==> src/rtl/sprite_line_engine.sv <==
// Per-scanline sprite engine: scans the object table during hblank, latches the
// ROM rows of intersecting objects into slots, then resolves pixels at draw time.
module sprite_line_engine #(
    parameter int         NUM_OBJ     = 8,
    parameter int         SPR_SIZE    = 32,
    parameter logic [7:0] TRANSP_MASK = 8'b0001_1111
) (
    input  logic        Clk,
    input  logic        Reset_n,
    input  logic        obj_we,
    input  logic [2:0]  obj_idx,
    input  logic        obj_en,
    input  logic [2:0]  obj_type,
    input  logic [9:0]  obj_x,
    input  logic [9:0]  obj_y,
    input  logic        line_start,
    input  logic [9:0]  next_y,
    output logic [7:0]  rom_addr,
    input  logic [31:0] rom_data,
    input  logic        active,
    input  logic [9:0]  draw_x,
    output logic        pixel_valid,
    output logic [2:0]  pixel_type,
    output logic        pixel_bit,
    output logic        fetch_busy,
    output logic        overrun
);

    localparam int IDX_W = $clog2(NUM_OBJ);
    localparam int ROW_W = $clog2(SPR_SIZE);

    localparam logic [0:0] ST_IDLE = 1'b0;
    localparam logic [0:0] ST_SCAN = 1'b1;

    logic [NUM_OBJ-1:0] tbl_en;
    logic [2:0]         tbl_type [NUM_OBJ];
    logic [9:0]         tbl_x    [NUM_OBJ];
    logic [9:0]         tbl_y    [NUM_OBJ];

    logic [0:0]         state;
    logic [IDX_W-1:0]   idx;
    logic [9:0]         ly;
    logic [9:0]         scan_row;
    logic               scan_hit;

    logic [NUM_OBJ-1:0] slot_valid;
    logic [2:0]         slot_type [NUM_OBJ];
    logic [9:0]         slot_x    [NUM_OBJ];
    logic [31:0]        slot_bits [NUM_OBJ];

    logic               win_valid;
    logic [2:0]         win_type;
    logic               win_bit;
    logic [9:0]         col;
    logic               pix_bit;

    always_ff @(posedge Clk or negedge Reset_n) begin
        if (!Reset_n) begin
            tbl_en <= '0;
        end else if (obj_we) begin
            tbl_en[obj_idx[IDX_W-1:0]] <= obj_en;
        end
    end

    // NOTE: only the enable bits need a reset value; the payload is gated by them,
    // so it lives in a reset-free block that maps onto plain storage.
    always_ff @(posedge Clk) begin
        if (obj_we) begin
            tbl_type[obj_idx[IDX_W-1:0]] <= obj_type;
            tbl_x[obj_idx[IDX_W-1:0]]    <= obj_x;
            tbl_y[obj_idx[IDX_W-1:0]]    <= obj_y;
        end
    end

    // Unsigned wrap makes objects above the line land far outside the sprite height.
    assign scan_row   = ly - tbl_y[idx];
    assign scan_hit   = (state == ST_SCAN) && tbl_en[idx] && (scan_row < 10'(SPR_SIZE));
    assign rom_addr   = scan_hit ? {tbl_type[idx], scan_row[ROW_W-1:0]} : 8'd0;
    assign fetch_busy = (state == ST_SCAN);

    always_ff @(posedge Clk or negedge Reset_n) begin
        if (!Reset_n) begin
            state   <= ST_IDLE;
            idx     <= '0;
            ly      <= '0;
            overrun <= 1'b0;
        end else if (line_start) begin
            if (state == ST_SCAN) overrun <= 1'b1;
            state <= ST_SCAN;
            idx   <= '0;
            ly    <= next_y;
        end else if (state == ST_SCAN) begin
            if (idx == IDX_W'(NUM_OBJ - 1)) begin
                state <= ST_IDLE;
                idx   <= '0;
            end else begin
                idx <= idx + 1'b1;
            end
        end
    end

    always_ff @(posedge Clk or negedge Reset_n) begin
        if (!Reset_n) begin
            slot_valid <= '0;
        end else if (state == ST_SCAN) begin
            slot_valid[idx] <= scan_hit;
        end
    end

    always_ff @(posedge Clk) begin
        if (scan_hit) begin
            slot_type[idx] <= tbl_type[idx];
            slot_x[idx]    <= tbl_x[idx];
            slot_bits[idx] <= rom_data;
        end
    end

    // NOTE: every variable gets a default before the loop so no path leaves one
    // unassigned, which would otherwise infer a latch.
    always_comb begin
        win_valid = 1'b0;
        win_type  = '0;
        win_bit   = 1'b0;
        col       = '0;
        pix_bit   = 1'b0;
        // Walk from the highest index down so the lowest opaque slot is written last.
        for (int i = NUM_OBJ - 1; i >= 0; i--) begin
            col     = draw_x - slot_x[i];
            pix_bit = slot_bits[i][ROW_W'(SPR_SIZE - 1) - col[ROW_W-1:0]];
            if (slot_valid[i] && (col < 10'(SPR_SIZE)) &&
                (pix_bit || !TRANSP_MASK[slot_type[i]])) begin
                win_valid = 1'b1;
                win_type  = slot_type[i];
                win_bit   = pix_bit;
            end
        end
    end

    always_ff @(posedge Clk or negedge Reset_n) begin
        if (!Reset_n) begin
            pixel_valid <= 1'b0;
            pixel_type  <= '0;
            pixel_bit   <= 1'b0;
        end else if (active && !fetch_busy && win_valid) begin
            pixel_valid <= 1'b1;
            pixel_type  <= win_type;
            pixel_bit   <= win_bit;
        end else begin
            pixel_valid <= 1'b0;
            pixel_type  <= '0;
            pixel_bit   <= 1'b0;
        end
    end

endmodule

==> config.mk <==
export PLATFORM = sky130hd
export DESIGN_NAME = sprite_line_engine
export DESIGN_NICKNAME = d
export VERILOG_FILES = /design/src/rtl/sprite_line_engine.sv
export SDC_FILE = /design/constraint.sdc
export NUM_CORES = 1
export LEC_CHECK = 0
export CAP_MARGIN = 20
export CORE_ASPECT_RATIO = 0.75
export CORE_MARGIN = 4
export CORE_UTILIZATION = 25
export DETAILED_ROUTE_END_ITERATION = 8
export PLACE_DENSITY = 0.37
export SLEW_MARGIN = 20
export SYNTH_ARGS = -nofsm -noshare
export SYNTH_HDL_FRONTEND = slang
export SYNTH_SLANG_ARGS = --single-unit
==> constraint.sdc <==
create_clock -name Clk -period 11.1 [get_ports Clk]
set_input_delay 2.775 -clock Clk [delete_from_list [all_inputs] [get_ports Clk]]
set_output_delay 2.775 -clock Clk [all_outputs]
set_load 0.1 [all_outputs]
### Yosys cells after proc, flatten, opt, wreduce, memory -nomap -nowiden

Memories as Yosys holds them, arrays and structs flattened.
Cells that the tools add are included.

* $add $sub $neg: 18
* magnitude comparators: 29
* equal/unequal tests: 1
* multiplexer cells: 70
* reduce and logical (&&, ||, !) cells: 41

Operator list (number)
* 10-bit by 6-bit < comparator with 1-bit output (second input constant): 9
* 10-bit subtractor: 9
* 5-bit by 6-bit < comparator with 1-bit output (second input constant): 8
* 1-bit two-way mux: 44
* 1-bit binary-select mux with 5-bit select: 8
* 3-bit by 4-bit < comparator with 1-bit output (second input constant): 10
* 5-bit subtractor (first input constant): 8
* 3-bit two-way mux: 12
* 1-bit logical AND: 22
* 8-bit bitwise mux: 2
* 1-bit zero test: 9
* 1-bit logical OR: 8
* 8-bit two-way mux: 1
* 1-bit demux with 3-bit select: 2
* 3-bit by 1-bit >= comparator with 1-bit output (second input constant): 2
* 3-bit by 1-bit adder with 3-bit output (second input constant): 1
* 1-bit binary-select mux with 3-bit select: 1
* 3-bit equality test (second input constant): 1
* 2-bit AND reduction: 1
* 2-bit nonzero test: 1

* register bits: 36
* memory bits (writable): 544
* ROM bits: 64
* output and inout bits: 15
* word-level logic and storage cells: 182
* memories: 14

Memory list
* slot_bits: depth 8, width 32, read ports 8, clocked after memory_dff 0, write ports 1, RTL line 49 `logic [31:0] slot_bits [NUM_OBJ];`
* slot_x: depth 8, width 10, read ports 8, clocked after memory_dff 0, write ports 1, RTL line 48 `logic [9:0] slot_x [NUM_OBJ];`
* tbl_x: depth 8, width 10, read ports 1, clocked after memory_dff 0, write ports 1, RTL line 37 `logic [9:0] tbl_x [NUM_OBJ];`
* tbl_y: depth 8, width 10, read ports 1, clocked after memory_dff 0, write ports 1, RTL line 38 `logic [9:0] tbl_y [NUM_OBJ];`
* slot_type: depth 8, width 3, read ports 8, clocked after memory_dff 0, write ports 1, RTL line 47 `logic [2:0] slot_type [NUM_OBJ];`
* tbl_type: depth 8, width 3, read ports 1, clocked after memory_dff 0, write ports 1, RTL line 36 `logic [2:0] tbl_type [NUM_OBJ];`
* 8 more memories

### Longest topological paths before layout

Gate-level depths: netlist of run 1.

* depth after elaboration: 16
* depth in mapped cells: 21
* gate-level depth less buffers: 16

### Worst setup path after synthesis of run 1

Ideal clock, no wire load.

* kind: register -> register
* from: reg idx[0]
* to: mem slot_bits[3][0] (enable)
* library setup time: 0.579 ns
* arrival time: 8.384 ns
* required time: 10.521 ns
* setup slack: 2.137 ns
* cell stages (with the launch flop): 18
* cells stage by stage: dfrtp_1 > buf_2 > nor3b_1 > clkbuf_1 > buf_1 > a22oi_1 > nand4_1 > ha_1 > inv_1 > fa_1 > a21o_1 > a21o_1 > a21o_1 > a21oi_1 > xnor2_1 > nor2_1 > nand4_1 > nor4b_1

* word-level cells in the longest chain between the ends: 6
* elaborated cells between the ends (all ways): 9
* those cells by class: 1 x add/sub; 1 x order compare; 4 x mux; 2 x reduce/logical; 1 x memory

Ends and longest elaborated chain
* start, declared: RTL line 41 `logic [IDX_W-1:0] idx;`
* start signal, assigned: RTL line 97 `idx <= idx + 1'b1;`
* memory read 8 x 10 bit / 1-bit binary-select mux with 3-bit select (equally long branches)
* 10-bit subtractor / 1-bit two-way mux (equally long branches): RTL line 76, 77
* 10-bit by 6-bit < comparator with 1-bit output / 1-bit logical AND (equally long branches): RTL line 77 `assign scan_hit = (state == ST_SCAN) && tbl_en[idx] && (scan_row < 10'(SPR_SIZE));`
* 1-bit logical AND: RTL line 77
* 1-bit two-way mux: RTL line 111 `if (scan_hit) begin`
* 1-bit two-way mux (implied by the code): RTL line 114 `slot_bits[idx] <= rom_data;`
* end, declared: RTL line 49

Several ways; a longest one is shown, not always the timed one. The select of a mux whose other input is x is not followed.

### Final worst setup path of run 1

* from: reg idx[1]
* to: out rom_addr[5]

* word-level cells in the longest chain between the ends: 5
* elaborated cells between the ends (all ways): 9
* those cells by class: 1 x add/sub; 1 x order compare; 3 x mux; 2 x reduce/logical; 2 x memory

Ends and longest elaborated chain
* memory read 8 x 10 bit / 1-bit binary-select mux with 3-bit select (equally long branches)
* 10-bit subtractor / 1-bit two-way mux (equally long branches): RTL line 76, 77
* 10-bit by 6-bit < comparator with 1-bit output / 1-bit logical AND (equally long branches): RTL line 77
* 1-bit logical AND: RTL line 77
* 8-bit two-way mux *: RTL line 78 `assign rom_addr = scan_hit ? {tbl_type[idx], scan_row[ROW_W-1:0]} : 8'd0;`
* end, declared: RTL line 18 `output logic [7:0] rom_addr,`

Mark *: on every way between the ends. The rest lies on a longest branch, timed or not. The select of a mux whose other input is x is not followed.

==> results.py, run 1 <==
metrics = {
    "run_status": {
        "run_status": "finished, final reports clean",
    },
    "floorplan": {
        "rows": 100,
        "die-width_um": 375,
        "top_level_ports": 99,
        "die_area_um2": 106000,
        "chipHeight_um": 283,
        "floorplan.initialDensity_pct": 25.3,
        "core-area_um2": 99800,
    },
    "cts": {
        "cts_root_buffer": "sky130_fd_sc_hd__clkbuf_16",
        "cts_hold_buffers": 0,
        "cts_num_sinks": 580,
        "clock_latency_ns": 0.60,
        "clkTransAtPathRegs_ns": 0.06,
        "cts_buffers": 67,
        "max-clock-path-buffers": 3,
        "htree_num_levels": 3,
        "tritoncts_clock_tree": "yes",
        "cts.repair.resized": 0,
        "cts_setup_buffers": 0,
    },
    "final_layout": {
        "share_of_cells_above_drive_strength_1_pct": 15.1,
        "fill_cells": 9855,
        "most_common_library_cell_in_the_layout_ignoring_fill_and_taps": "sky130_fd_sc_hd__edfxtp_1",
        "multiInputGateArea_um2": 7610,
        "most_used_cells_in_the_layout_excluding_fill_and_tap_cells": "sky130_fd_sc_hd__edfxtp_1 (544), sky130_fd_sc_hd__clkdlybuf4s50_1 (97), sky130_fd_sc_hd__inv_1 (93), sky130_fd_sc_hd__a22oi_1 (83), sky130_fd_sc_hd__ha_1 (83)",
        "regArea_um2": 17200,
        "areaGrowthSynthToFinish_pct": 19.5,
        "fin_nets": 1884,
    },
    "timing": {
        "fin_crit_sh_pct": 83.3,
        "setup_slack_ns": 1.85,
        "final_max_slew_viol_count": 0,
        "min_period_ns": 9.25,
        "grt_setup_unrepaired": "no",
        "setup_total_negative_slack_ns": 0,
        "final-setup-viol-count": 0,
        "timing.fmax_mhz": 108,
        "timing_worst_slew_pin_value_ns": 1.07,
        "fin_skew_ns": 0.0174,
        "count_of_final_hold_check_violations": 0,
        "relSlewSlack_pct": 28.5,
    },
    "worst_setup_path": {
        "path_class": "flop to primary output",
        "cp_arrival_ns": 6.47,
        "crit-reg2reg-launch": "idx[1]",
        "worst-path-max-fanout": 12,
        "worst_stage_delay_on_the_critical_path_ns": 1.16,
        "worst_path_most_repeated_cell": "sky130_fd_sc_hd__a21o_1",
        "worst_path_dominant_cell_family": "simple AND/OR/NAND/NOR gates",
        "slowest_stage_cell_on_the_critical_path": "sky130_fd_sc_hd__clkdlybuf4s50_1",
        "worstSetupStartpoint": "idx[1]",
        "crit_path_start_kind": "flop",
        "cp.required_ns": 8.33,
        "timing.critical_path.to_type": "primary output",
        "crit_chain": "nor3_2, a22oi_1, nand4_1, ha_1, inv_1, fa_1, a21o_1, a21o_1, a21o_1, a21oi_1, xnor2_1, nor2_1, nand4_1, or3_1, nor2b_1, clkdlybuf4s50_1",
        "cp.buffers_inverters": 2,
    },
    "grt": {
        "grt_pass1_wl_mm": 109,
        "global_route.usage.total_pct": 14.2,
        "grt-ovfl-total": 0,
        "pin_count_of_the_biggest_net_entering_global_routing": 47,
        "grt_pass1_vias": 15002,
        "grt_antenna_before_repair": 1,
    },
    "synthesis": {
        "post_synth_instance_area_um2": 25300,
        "average_size_of_a_mapped_cell_um2": 16.3,
        "synth.ff_latch_count": 580,
        "postSynthCellCount": 1551,
        "synth_fp_nets": 1727,
        "synth_cell_types": 87,
        "synth.yosys.seq_area_share_pct": 68.1,
        "synth-edff-count": 544,
        "synthFlopType": "sky130_fd_sc_hd__edfxtp_1",
        "postSynth.asyncResetShare_pct": 6.21,
        "synthesis.yosys.warnings": 0,
    },
    "placement": {
        "port_buffers": 98,
        "placer_s_final_routability_congestion_estimate": 0.817,
        "detailedPlace.worstSlack_ns": 2.39,
        "dp_hpwl_mm": 52.4,
    },
    "hold_path": {
        "hold_path_startpoint": "overrun",
        "holdCritPathClass": "flop to flop",
    },
    "route": {
        "drtAntennaViolNets": 0,
        "drt-total-wl_mm": 76.3,
        "post-route-drc-count": 0,
        "detailroute.via_count": 14571,
        "avgRoutedWirePerCell_um": 24.8,
        "detailedRoute.firstIterationViolations": 1068,
        "routed_via_density": 4.73,
        "first_pass_iters": 5,
    },
    "run": {
        "cap_viol_max_count": 0,
    },
    "power_and_ir_drop": {
        "power.static_leakage_nw": 10.3,
        "power_density_nw_per_um2": 172,
        "irDropWorstVdd_mv": 0.0896,
    },
}
[area by class of cell]
| class | count | share of cell area (%) |
|---|---|---|
| Clock buffer | 88 | 6.22 |
| Sequential cell | 580 | 57.0 |
| Multi-Input combinational cell | 832 | 25.2 |
| Tap cell | 1326 | 5.49 |
| Inverter | 94 | 1.17 |
| Timing Repair Buffer | 133 | 4.10 |
| Antenna cell | 1 | 0.00828 |
| Clock inverter | 27 | 0.782 |
[through the flow]
stage                     hold WS, ns  cells  power, mW  instance area (um2)  util (%)
after floorplan                 0.442   1551       2.83                25300         -
final                           0.463   3081       5.20                30200      30.3
after CTS                       0.472   3080       5.29                30200      30.3
after global placement          0.449   2965       3.10                28100      28.1
after detailed placement        0.454   2965       3.10                28100      28.1
after global routing            0.503   3080       5.42                30200      30.3
[per-layer routing]
layer	GRT usage (%)	vias to the layer above	wire length, um
met1	21.3	7613	37900
met2	20.4	375	32300
li1	-	6493	-
met5	0	-	0
met3	3.31	90	4440
met4	3.48	0	1670
[state kept, by name, summed over array words and instances, names as in the netlist]
| register | cells |
|---|---|
| pixel_valid | 1 |
| ly | 10 |
| slot_x | 80 |
| tbl_x | 80 |
| tbl_en | 8 |
| tbl_y | 80 |
| idx | 3 |
| overrun | 1 |
| fetch_busy | 1 |
| tbl_type | 24 |
| pixel_type | 3 |
| pixel_bit | 1 |
| slot_bits | 256 |
| slot_type | 24 |
| slot_valid | 8 |
[worst reg2reg max path, cell delays in order, from the launching register on]
cell	delay, ns
sky130_fd_sc_hd__dfrtp_1	0.52
sky130_fd_sc_hd__nor3_2	0.89
sky130_fd_sc_hd__a22oi_1	0.24
sky130_fd_sc_hd__nand4_1	0.21
sky130_fd_sc_hd__ha_1	0.17
sky130_fd_sc_hd__inv_1	0.06
sky130_fd_sc_hd__fa_1	0.40
sky130_fd_sc_hd__a21o_1	0.17
sky130_fd_sc_hd__a21o_1	0.20
sky130_fd_sc_hd__a21o_1	0.18
sky130_fd_sc_hd__a21oi_1	0.22
sky130_fd_sc_hd__xnor2_1	0.09
sky130_fd_sc_hd__nor2_1	0.11
sky130_fd_sc_hd__nand4_1	0.34
sky130_fd_sc_hd__or3_1	0.72
sky130_fd_sc_hd__nor2_4	0.16
sky130_fd_sc_hd__buf_4	0.60
[cells in the mapped netlist (4+ instances only)]
| library cell | instances | area [um2] |
|---|---|---|
| sky130_fd_sc_hd__nor4b_1 | 7 | 61.3 |
| sky130_fd_sc_hd__edfxtp_1 | 544 | 16300 |
| sky130_fd_sc_hd__fa_1 | 9 | 180 |
| sky130_fd_sc_hd__and2_1 | 6 | 37.5 |
| sky130_fd_sc_hd__a22oi_1 | 83 | 623 |
| sky130_fd_sc_hd__or4_1 | 4 | 30.0 |
| sky130_fd_sc_hd__o2111ai_1 | 4 | 35.0 |
| sky130_fd_sc_hd__o211a_1 | 4 | 40.0 |
| sky130_fd_sc_hd__clkbuf_1 | 23 | 86.3 |
| sky130_fd_sc_hd__a22o_1 | 7 | 61.3 |
| sky130_fd_sc_hd__nand4_1 | 19 | 119 |
| sky130_fd_sc_hd__mux2i_1 | 31 | 310 |
| sky130_fd_sc_hd__inv_1 | 93 | 349 |
| sky130_fd_sc_hd__buf_2 | 10 | 50.1 |
| sky130_fd_sc_hd__nand2_1 | 51 | 191 |
| sky130_fd_sc_hd__nand3_1 | 8 | 40.0 |
| sky130_fd_sc_hd__xnor2_1 | 29 | 254 |
| sky130_fd_sc_hd__a21o_1 | 30 | 225 |
| sky130_fd_sc_hd__a221oi_1 | 10 | 87.6 |
| sky130_fd_sc_hd__nor2b_1 | 11 | 68.8 |
| sky130_fd_sc_hd__nor2_1 | 63 | 236 |
| sky130_fd_sc_hd__buf_1 | 6 | 22.5 |
| sky130_fd_sc_hd__or3_1 | 6 | 37.5 |
| sky130_fd_sc_hd__mux4_1 | 7 | 184 |
| sky130_fd_sc_hd__nor3b_1 | 10 | 75.1 |
| sky130_fd_sc_hd__mux4_2 | 63 | 1420 |
| sky130_fd_sc_hd__a211oi_1 | 15 | 113 |
| sky130_fd_sc_hd__a21oi_1 | 31 | 155 |
| sky130_fd_sc_hd__xor2_1 | 21 | 184 |
| sky130_fd_sc_hd__and3b_1 | 4 | 35.0 |
| sky130_fd_sc_hd__and3_1 | 9 | 56.3 |
| sky130_fd_sc_hd__nand2b_1 | 20 | 125 |
| sky130_fd_sc_hd__o21ai_0 | 40 | 200 |
| sky130_fd_sc_hd__dfrtp_1 | 36 | 901 |
| sky130_fd_sc_hd__ha_1 | 83 | 1040 |
| sky130_fd_sc_hd__mux2_2 | 28 | 315 |
| sky130_fd_sc_hd__o211ai_1 | 4 | 30.0 |
| sky130_fd_sc_hd__a31oi_1 | 10 | 62.6 |
| sky130_fd_sc_hd__o21a_1 | 16 | 120 |
| sky130_fd_sc_hd__nor3_1 | 18 | 90.1 |
[where the power goes]
| part | total [mW] | switching [mW] | internal, mW |
|---|---|---|---|
| Clock | 2.16 | 0.876 | 1.28 |
| Sequential | 2.48 | 0.0224 | 2.46 |
| Combinational | 0.562 | 0.364 | 0.198 |
| Total | 5.20 | 1.26 | 3.94 |
[cell families (layout without fill, tap and decap cells)]
| kind of cell | after synthesis | count (layout) | synth area share, % |
|---|---|---|---|
| adders and majority gates | 92 | 92 | 4.82 |
| and+or+nand+nor | 259 | 259 | 5.51 |
| xor gates and xnor gates | 52 | 52 | 1.86 |
| AOI/OAI and AO/OA | 300 | 300 | 8.67 |
| buffers and inverters | 139 | 342 | 2.20 |
| other | 0 | 1 | 0 |
| DFF | 580 | 580 | 68.1 |
| muxes | 129 | 129 | 8.81 |
[worst paths after layout]
kind,to,slack [ns],cells past startpoint
max,rom_addr[5],1.85,16
max in group asynchronous,ly[0],8.40,2
min in group asynchronous,slot_valid[3],2.24,2
max reg2reg,slot_bits[6][18],5.42,16
min,overrun,0.46,1
min reg2reg,overrun,0.46,1
Power figures use the tool's default switching activity.
==> inputs of run 2 (changes only) <==
==> constraint.sdc (replaced) <==
create_clock -name Clk -period 9.7 [get_ports Clk]
set_input_delay 2.425 -clock Clk [delete_from_list [all_inputs] [get_ports Clk]]
set_output_delay 2.425 -clock Clk [all_outputs]
set_load 0.1 [all_outputs]
==> run 2 against run 1 <==
Net effect:
- critical path depth up 1
- sequential power up 15%
- clock power increased by 21%
- hold slack about the same
- sequential cell count did not move
- worst setup slack lost 0.13 ns
- power rose by 17%
- critical endpoint is now rom_addr[7]
==> results.py, run 2 (synthesis results as in run 1) <==
metrics = {
    "worst_setup_path": {
        "timing.rr.end": "slot_bits[6][27]",
        "worst_path_dominant_cell_family": "simple AND/OR/NAND/NOR gates",
        "path_class": "flop to primary output",
        "timing.critical_path.to_type": "primary output",
        "ff2ff_setup_slack_ns": 4.08,
        "cp.required_ns": 7.28,
        "crit_path_start_kind": "flop",
        "worst_path_most_repeated_cell": "sky130_fd_sc_hd__a21o_1",
        "cp.buffers_inverters": 3,
        "reg2regPathDepth": 17,
        "worst_stage_delay_on_the_critical_path_ns": 0.71,
        "worstSetupPathDepth": 17,
        "worstSetupStartpoint": "idx[0]",
        "crit-reg2reg-launch": "idx[0]",
        "critical_path.endpoint": "rom_addr[7]",
        "cp_arrival_ns": 5.55,
        "worst-path-max-fanout": 21,
        "slowest_stage_cell_on_the_critical_path": "sky130_fd_sc_hd__or3_1",
        "crit_chain": "nor3b_2, buf_4, a22oi_1, nand4_1, ha_1, inv_1, fa_1, a21o_1, a21o_1, a21o_1, a21oi_1, xnor2_1, nor2_1, nand4_1, or3_1, nor2b_1, buf_4",
    },
    "route": {
        "drt-total-wl_mm": 76.7,
        "detailroute.via_count": 14553,
        "post-route-drc-count": 0,
        "first_pass_iters": 7,
        "detailedRoute.firstIterationViolations": 1080,
        "drtAntennaViolNets": 0,
        "avgRoutedWirePerCell_um": 24.8,
        "routed_via_density": 4.72,
    },
    "timing": {
        "final-setup-viol-count": 0,
        "min_period_ns": 7.98,
        "grt_setup_unrepaired": "no",
        "final_max_slew_viol_count": 0,
        "setup_total_negative_slack_ns": 0,
        "fin_skew_ns": 0.0208,
        "fin_crit_sh_pct": 82.3,
        "relSlewSlack_pct": 18.8,
        "count_of_final_hold_check_violations": 0,
        "timing_worst_slew_pin_value_ns": 1.20,
        "timing.fmax_mhz": 125,
        "whs_ns": 0.463,
    },
    "floorplan": {
        "floorplan.initialDensity_pct": 25.3,
        "die_area_um2": 106000,
        "chipHeight_um": 283,
        "die-width_um": 375,
        "core-area_um2": 99800,
        "top_level_ports": 99,
        "rows": 100,
    },
    "cts": {
        "cts_buffers": 69,
        "htree_num_levels": 3,
        "cts_hold_buffers": 0,
        "clkTransAtPathRegs_ns": 0.06,
        "cts_num_sinks": 580,
        "max-clock-path-buffers": 3,
        "cts_setup_buffers": 0,
        "cts.repair.resized": 0,
        "clock_latency_ns": 0.62,
        "cts_root_buffer": "sky130_fd_sc_hd__clkbuf_16",
        "tritoncts_clock_tree": "yes",
    },
    "power_and_ir_drop": {
        "design_power_total_mw": 6.09,
        "irDropWorstVdd_mv": 0.0971,
        "power.static_leakage_nw": 10.4,
        "pwr-share-seq_pct": 46.6,
        "p_comb_share_pct": 10.5,
        "switchingPower_mw": 1.51,
        "internal-power_mw": 4.59,
        "clkPwrFrac_pct": 42.9,
        "power_density_nw_per_um2": 201,
        "power.switching_fraction_pct": 24.7,
    },
    "grt": {
        "grt_pass1_vias": 14852,
        "global_route.usage.total_pct": 14.2,
        "pin_count_of_the_biggest_net_entering_global_routing": 47,
        "grt_antenna_before_repair": 5,
        "grt-ovfl-total": 0,
        "grt_pass1_wl_mm": 109,
    },
    "hold_path": {
        "holdCritPathClass": "flop to flop",
        "holdPathStages": 1,
    },
    "final_layout": {
        "most_common_library_cell_in_the_layout_ignoring_fill_and_taps": "sky130_fd_sc_hd__edfxtp_1",
        "number_of_flip_flops_in_the_largest_register": 256,
        "most_used_cells_in_the_layout_excluding_fill_and_tap_cells": "sky130_fd_sc_hd__edfxtp_1 (544), sky130_fd_sc_hd__inv_1 (93), sky130_fd_sc_hd__clkdlybuf4s50_1 (89), sky130_fd_sc_hd__a22oi_1 (83), sky130_fd_sc_hd__ha_1 (83)",
        "regArea_um2": 17200,
        "fill_cells": 9868,
        "fin_nets": 1882,
        "largest-register": "slot_bits",
        "areaGrowthSynthToFinish_pct": 19.7,
        "share_of_cells_above_drive_strength_1_pct": 15.4,
        "multiInputGateArea_um2": 7600,
    },
    "run_status": {
        "run_status": "finished, final reports clean",
    },
    "placement": {
        "placer_s_final_routability_congestion_estimate": 0.762,
        "port_buffers": 98,
        "dp_hpwl_mm": 51.7,
    },
    "run": {
        "cap_viol_max_count": 0,
    },
}
## run 2: changes by cell type in the layout (fill, tap and decap cells not counted), moves of 3 or more
cell	before	now
sky130_fd_sc_hd__clkinv_2	10	7
sky130_fd_sc_hd__clkbuf_8	4	1
sky130_fd_sc_hd__bufinv_16	4	8
sky130_fd_sc_hd__clkinv_1	9	12
sky130_fd_sc_hd__buf_4	35	39
sky130_fd_sc_hd__clkdlybuf4s50_1	97	89
## run 2: worst min-delay path by stage
stage	start	to
2_1_floorplan	slot_valid[7]	slot_valid[7]
3_3_place_gp	overrun	overrun
3_5_place_dp	overrun	overrun
4_1_cts	overrun	overrun
5_1_grt	overrun	overrun
6_report	overrun	overrun
## run 2: area by class of cell
class	instances	share of cell area, %
multi-input combinational	832	25.1
tap	1326	5.48
antenna	2	0.0165
inverter	94	1.16
timing repair buffer	129	3.92
sequential	580	56.9
clock buffer	85	5.93
clock inverter	38	1.49
## run 2: per-stage QoR
step,area [um2],utilization (%),worst slack [ns],std cells
floorplan,25300,-,0.737,1551
CTS,30300,30.3,1.59,3084
global placement,28000,28.1,1.84,2961
detailed placement,28000,28.1,1.77,2961
global route,30300,30.3,1.25,3086
finish,30300,30.3,1.72,3086
## run 2: power groups by stage
| stage | Combinational (mW) | Clock [mW] | Sequential, mW |
|---|---|---|---|
| 2_1_floorplan | 0.354 | 0 | 2.88 |
| 3_3_place_gp | 0.657 | 0 | 2.89 |
| 3_5_place_dp | 0.659 | 0 | 2.89 |
| 4_1_cts | 0.661 | 2.69 | 2.84 |
| 5_1_grt | 0.703 | 2.81 | 2.84 |
| 6_report | 0.642 | 2.61 | 2.84 |
## run 2: metal layers
layer / track usage, % / vias up / wire (um)
met2: 20.7 / 323 / 32700
met5: 0 / - / 0
met4: 2.88 / 0 / 1240
met1: 21.7 / 7651 / 39300
met3: 3.00 / 77 / 3490
li1: - / 6502 / -
